### config.mk
export PLATFORM = sky130hd
export DESIGN_NAME = peripheral_noc_packetizer
export DESIGN_NICKNAME = d
export VERILOG_FILES = /design/src/rtl/peripheral_noc_pkg.sv /design/src/rtl/peripheral_noc_packetizer.sv
export SDC_FILE = /design/constraint.sdc
export NUM_CORES = 1
export LEC_CHECK = 0
export ABC_AREA = 1
export CAP_MARGIN = 20
export CORE_MARGIN = 8
export CORE_UTILIZATION = 45
export DETAILED_ROUTE_END_ITERATION = 8
export PLACE_DENSITY = 0.89
export SLEW_MARGIN = 20
export SYNTH_ARGS = -nofsm -noshare
export SYNTH_HDL_FRONTEND = slang
export SYNTH_SLANG_ARGS = --single-unit
export TNS_END_PERCENT = 50
### constraint.sdc
create_clock -name clk -period 3.75 [get_ports clk]
set_clock_uncertainty 0.1 [all_clocks]
set_input_delay 0.75 -clock clk [delete_from_list [all_inputs] [get_ports clk]]
set_output_delay 0.75 -clock clk [all_outputs]
set_load 0.01 [all_outputs]
### src/rtl/peripheral_noc_pkg.sv
// Shared NoC header layout: field widths/offsets, packetizer state and header builder.
// Header: dest at the top, then class, then source; payload length in the low bits; remaining bits zero.
package peripheral_noc_pkg;

    localparam int HDR_MAX_W   = 128;
    localparam int DEF_FLIT_W  = 32;
    localparam int DEF_DEST_W  = 5;
    localparam int DEF_CLASS_W = 3;
    localparam int DEF_SRC_W   = 5;
    localparam int DEF_LEN_W   = 8;

    localparam int HDR_DEST_LSB  = DEF_FLIT_W - DEF_DEST_W;
    localparam int HDR_CLASS_LSB = HDR_DEST_LSB - DEF_CLASS_W;
    localparam int HDR_SRC_LSB   = HDR_CLASS_LSB - DEF_SRC_W;
    localparam int HDR_LEN_LSB   = 0;

    typedef enum logic [0:0] {
        IDLE    = 1'b0,
        PAYLOAD = 1'b1
    } pkt_state_t;

    // Field widths are run-time arguments so any flit geometry up to HDR_MAX_W can share it;
    // callers keep the low fw bits of the result.
    function automatic logic [HDR_MAX_W-1:0] build_header(
        input logic [HDR_MAX_W-1:0] dest,
        input logic [HDR_MAX_W-1:0] cls,
        input logic [HDR_MAX_W-1:0] src,
        input logic [HDR_MAX_W-1:0] len,
        input int fw, input int dw, input int cw, input int sw, input int lw
    );
        logic [HDR_MAX_W-1:0] ones;
        ones = '1;
        build_header = ((dest & (ones >> (HDR_MAX_W - dw))) << (fw - dw))
                     | ((cls  & (ones >> (HDR_MAX_W - cw))) << (fw - dw - cw))
                     | ((src  & (ones >> (HDR_MAX_W - sw))) << (fw - dw - cw - sw))
                     |  (len  & (ones >> (HDR_MAX_W - lw)));
    endfunction

endpackage

### src/rtl/peripheral_noc_packetizer.sv
// Turns a request descriptor plus payload words into a header flit followed by req_len payload flits.
// Latency: one cycle from an accepted request/payload handshake to out_valid; 1 flit/cycle sustained.
// Backpressure: one-entry output register; both ready outputs drop while it is full and stalled.
module peripheral_noc_packetizer
    import peripheral_noc_pkg::*;
#(
    parameter int FLIT_WIDTH  = 32,
    parameter int DEST_WIDTH  = 5,
    parameter int CLASS_WIDTH = 3,
    parameter int SRC_WIDTH   = 5,
    parameter int LEN_WIDTH   = 8,
    parameter int SRC_ID      = 0
) (
    input  logic                   clk,
    input  logic                   rst,
    input  logic                   req_valid,
    output logic                   req_ready,
    input  logic [DEST_WIDTH-1:0]  req_dest,
    input  logic [CLASS_WIDTH-1:0] req_class,
    input  logic [LEN_WIDTH-1:0]   req_len,
    input  logic [FLIT_WIDTH-1:0]  in_flit,
    input  logic                   in_valid,
    output logic                   in_ready,
    output logic [FLIT_WIDTH-1:0]  out_flit,
    output logic                   out_last,
    output logic                   out_valid,
    input  logic                   out_ready,
    output logic                   busy
);

    if (DEST_WIDTH + CLASS_WIDTH + SRC_WIDTH + LEN_WIDTH > FLIT_WIDTH || FLIT_WIDTH >= HDR_MAX_W) begin : g_width_check
        $fatal(1, "peripheral_noc_packetizer: header fields do not fit in FLIT_WIDTH");
    end

    pkt_state_t            state;
    pkt_state_t            state_nxt;
    logic                  adv;
    logic                  hdr_acc;
    logic                  pay_acc;
    logic [LEN_WIDTH-1:0]  remaining;
    logic [HDR_MAX_W-1:0]  hdr_full;
    logic [FLIT_WIDTH-1:0] hdr;
    logic                  unused_hdr_hi;

    assign hdr_full = build_header(HDR_MAX_W'(req_dest), HDR_MAX_W'(req_class),
                                   HDR_MAX_W'(SRC_ID), HDR_MAX_W'(req_len),
                                   FLIT_WIDTH, DEST_WIDTH, CLASS_WIDTH, SRC_WIDTH, LEN_WIDTH);
    assign hdr           = hdr_full[FLIT_WIDTH-1:0];
    assign unused_hdr_hi = ^hdr_full[HDR_MAX_W-1:FLIT_WIDTH];

    assign adv     = ~out_valid | out_ready;
    assign hdr_acc = req_valid & req_ready;
    assign pay_acc = in_valid & in_ready;

    always_ff @(posedge clk) begin
        if (rst) begin
            state <= IDLE;
        end else begin
            state <= state_nxt;
        end
    end

    always_comb begin
        state_nxt = state;
        case (state)
            IDLE:    if (hdr_acc && req_len != '0) state_nxt = PAYLOAD;
            PAYLOAD: if (pay_acc && remaining == LEN_WIDTH'(1)) state_nxt = IDLE;
            default: state_nxt = IDLE;
        endcase
    end

    // Ready outputs are held low during reset so no handshake is accepted and then dropped.
    always_comb begin
        req_ready = 1'b0;
        in_ready  = 1'b0;
        if (!rst) begin
            req_ready = adv & (state == IDLE);
            in_ready  = adv & (state == PAYLOAD);
        end
    end

    assign busy = (state == PAYLOAD) | out_valid;

    always_ff @(posedge clk) begin
        if (rst) begin
            remaining <= '0;
            out_flit  <= '0;
            out_last  <= 1'b0;
            out_valid <= 1'b0;
        end else if (hdr_acc) begin
            remaining <= req_len;
            out_flit  <= hdr;
            out_last  <= (req_len == '0);
            out_valid <= 1'b1;
        end else if (pay_acc) begin
            remaining <= remaining - LEN_WIDTH'(1);
            out_flit  <= in_flit;
            out_last  <= (remaining == LEN_WIDTH'(1));
            out_valid <= 1'b1;
        end else if (out_ready) begin
            out_valid <= 1'b0;
        end
    end

endmodule

==> metrics.txt <==
status complete, no violations; YS warnings 0; Placement Rows 24; Finished Layout Cells about 430; cts bufs inserted 5; launch point of the worst reg-to-reg path out_valid$_SDFFE_PP0P_; clock power share 0.283; crit end category output pin; fmax 314 MHz; Max Slew Vio Count 0; crit share post-route 0.849; Area growth, synth to finish 48.9%; syn_nets between 300 and 400; Unique masters post-synth 23; Die Wd around 83 um; Max IR drop VDD between 0.2 and 0.25 mV; worst skew pair latency 0.30 ns; initial antenna violation count 0; Gate power share 0.231; clock period minus worst slack about 3.2 ns; worst-margin pin slew approximately 0.60 ns; CP max stage delay between 0.5 and 0.6 ns; height of the chip 82.8 um; Worst R2R Setup Slack 2.01 ns; Seq pwr share 0.486; total routed wirelength 5870 um; Buf+Inv Stages, Crit Path 4; # hold bufs at CTS 0; HPWL after detailed placement ~4400 um; Critical Path Sink in_ready; H-tree Lvls 2; Mapped Cells 293; gr ovfl total 0; most frequent cells in the layout clkdlybuf4s50_1 (89), nand2_1 (74), dfxtp_1 (43); Critical-path top delay cell clkdlybuf4s50_1; Cell Area, Synth 2010 um^2; Switch Pwr about 290 uW; Crit Path Class input port to output pin; Num Clock Sinks 43; Top Family by Delay on Critical Path buffers and inverters; Root Driver clkbuf_8; post-cts repair resize count 0; Worst setup SP type input port; share of cells above drive strength 1 0.0501; Seq/Total Area, Yosys 0.429; PD cells 344 nW/um^2; Register-to-Register Path Depth 7; Fin. Hold Viols 0; WP data arrival ~2.3 ns; Antenna Diode Count 0; nets 433; WP data required ~2.9 ns; unrepaired setup endpoints after global routing false; pin count of the biggest net entering global routing 40; Critical Path, Cell by Cell clkdlybuf4s50_1 > inv_2 > nand3_2 > inv_1 > clkdlybuf4s50_1; initial core utilization 0.464; post-route antenna net violation count 0; DP Cell Count roughly 420; Setup TNS 0 ns; Levels on crit path 5; Leakage about 0.0013 uW; vias in the first global route 2188; die area 6850 um^2; first-pass GRT wire length between 9000 and 10000 um; Setup Fix Bufs, Post-CTS 0; gr usage total 0.179; vias per inst just over 5; Hold/Removal Path Class flop to flop; clk buf depth 2; most numerous cell on the critical path clkdlybuf4s50_1; Remaining DRCs 0; commonest non-fill, non-tap cell in the layout clkdlybuf4s50_1; slew margin rel. 0.596; IO Pins 90; CTS tree yes; Switching Fraction 0.281; DRT iter0 DRCs about 200; routability cong. around 0.82; Post-Syn Area per Cell 6.85 um^2; r2r endpoint out_flit[30]$_SDFFE_PP0P_; Yosys reg bits 43; via count about 2200; final setup vio count 0; CP max FO 24; Buffers on Ports about 90; Clock Pin Slew Worst Setup and Hold Paths roughly 0.080 ns; MaxCap Viol Count 0; Int Power around 740 uW; routed length per placed instance 13.6 um; DR pass1 iterations 4; core area 4320 um^2; crit path launch rst
[state kept, by name, indices dropped and copies added, names as in the netlist]
| signal | cells |
|---|---|
| out_flit | 32 |
| remaining | 8 |
| out_last | 1 |
| out_valid | 1 |
| state | 1 |
[final cells by class]
cell class	count	area, um^2
fillers	366	1340
multi-input cells	200	923
repair buffers	93	921
flip-flops and latches	43	861
inverters	35	131
clock buffers	6	72.6
well taps	52	65.1
clock inverters	2	12.5
[cells by family after synthesis]
kind of cell	synth area share
xor gates and xnor gates	0.00874
buffers and inverters	0.110
and+or+nand+nor	0.274
DFF	0.429
AOI/OAI and AO/OA	0.165
adders and majority gates	0.0125
[worst min path at each step]
stage / startpoint / endpoint / slack, ns / cells past startpoint
2_1_floorplan: remaining[5]$_SDFFE_PP0P_ / remaining[5]$_SDFFE_PP0P_ / 0.36 / 2
3_3_place_gp: out_flit[20]$_SDFFE_PP0P_ / out_flit[20]$_SDFFE_PP0P_ / 0.35 / 2
3_5_place_dp: out_flit[14]$_SDFFE_PP0P_ / out_flit[14]$_SDFFE_PP0P_ / 0.35 / 2
4_1_cts: out_flit[14]$_SDFFE_PP0P_ / out_flit[14]$_SDFFE_PP0P_ / 0.36 / 2
5_1_grt: out_flit[23]$_SDFFE_PP0P_ / out_flit[23]$_SDFFE_PP0P_ / 0.39 / 2
6_report: out_flit[13]$_SDFFE_PP0P_ / out_flit[13]$_SDFFE_PP0P_ / 0.36 / 2
[synthesized netlist by cell type]
library cell | instances | area share
nand2_1 | 74 | 0.14
or2_2 | 1 | 0.0031
clkbuf_1 | 5 | 0.0094
xnor2_1 | 1 | 0.0044
nor2_4 | 1 | 0.0056
nor2_1 | 28 | 0.052
a21oi_1 | 41 | 0.10
ha_1 | 2 | 0.012
o21ai_0 | 14 | 0.035
nand4_2 | 1 | 0.0062
nor3_1 | 1 | 0.0025
inv_2 | 4 | 0.0075
nand3b_1 | 2 | 0.0075
nand3_2 | 1 | 0.0050
buf_2 | 3 | 0.0075
dfxtp_1 | 43 | 0.43
nand4_1 | 2 | 0.0062
buf_4 | 6 | 0.022
xor2_1 | 1 | 0.0044
nand3_1 | 19 | 0.047
inv_1 | 31 | 0.058
buf_6 | 1 | 0.0056
o21ai_1 | 11 | 0.027
[worst register-to-register path, stage by stage, from the launching register on]
cell and delay [ns]:
dfxtp_1 0.33, nand2_1 0.18, nand4_1 0.10, buf_4 0.21, nand2_1 0.21, buf_4 0.29
o21ai_0 0.12, a21oi_1 0.13
[power by group through the flow]
stage / clock, uW / combinational [uW] / sequential (uW)
finish: 291 / 237 / 499
global route: 317 / 265 / 503
CTS: 297 / 238 / 499
floorplan: 0 / 112 / 516
global placement: 0 / 232 / 508
detailed placement: 0 / 237 / 509
[metrics by stage]
step                      hold slack [ns]  setup slack [ns]  area, um^2  total power, uW   util
after global placement              0.347             0.604        2900              740  0.671
final                               0.364             0.565        2990             1030  0.691
after detailed placement            0.353             0.567        2900              746  0.671
after floorplan                     0.359              1.57        2010              628      -
after CTS                           0.364             0.562        2990             1030  0.691
after global routing                0.394             0.489        2990             1080  0.691
[layer usage]
layer | GRT usage | share of wire
met1 | 0.191 | 0.38
met2 | 0.291 | 0.49
met3 | 0.0942 | 0.11
met4 | 0.0724 | 0.016
met5 | 0 | 0
(Power assumes the default switching activity.)
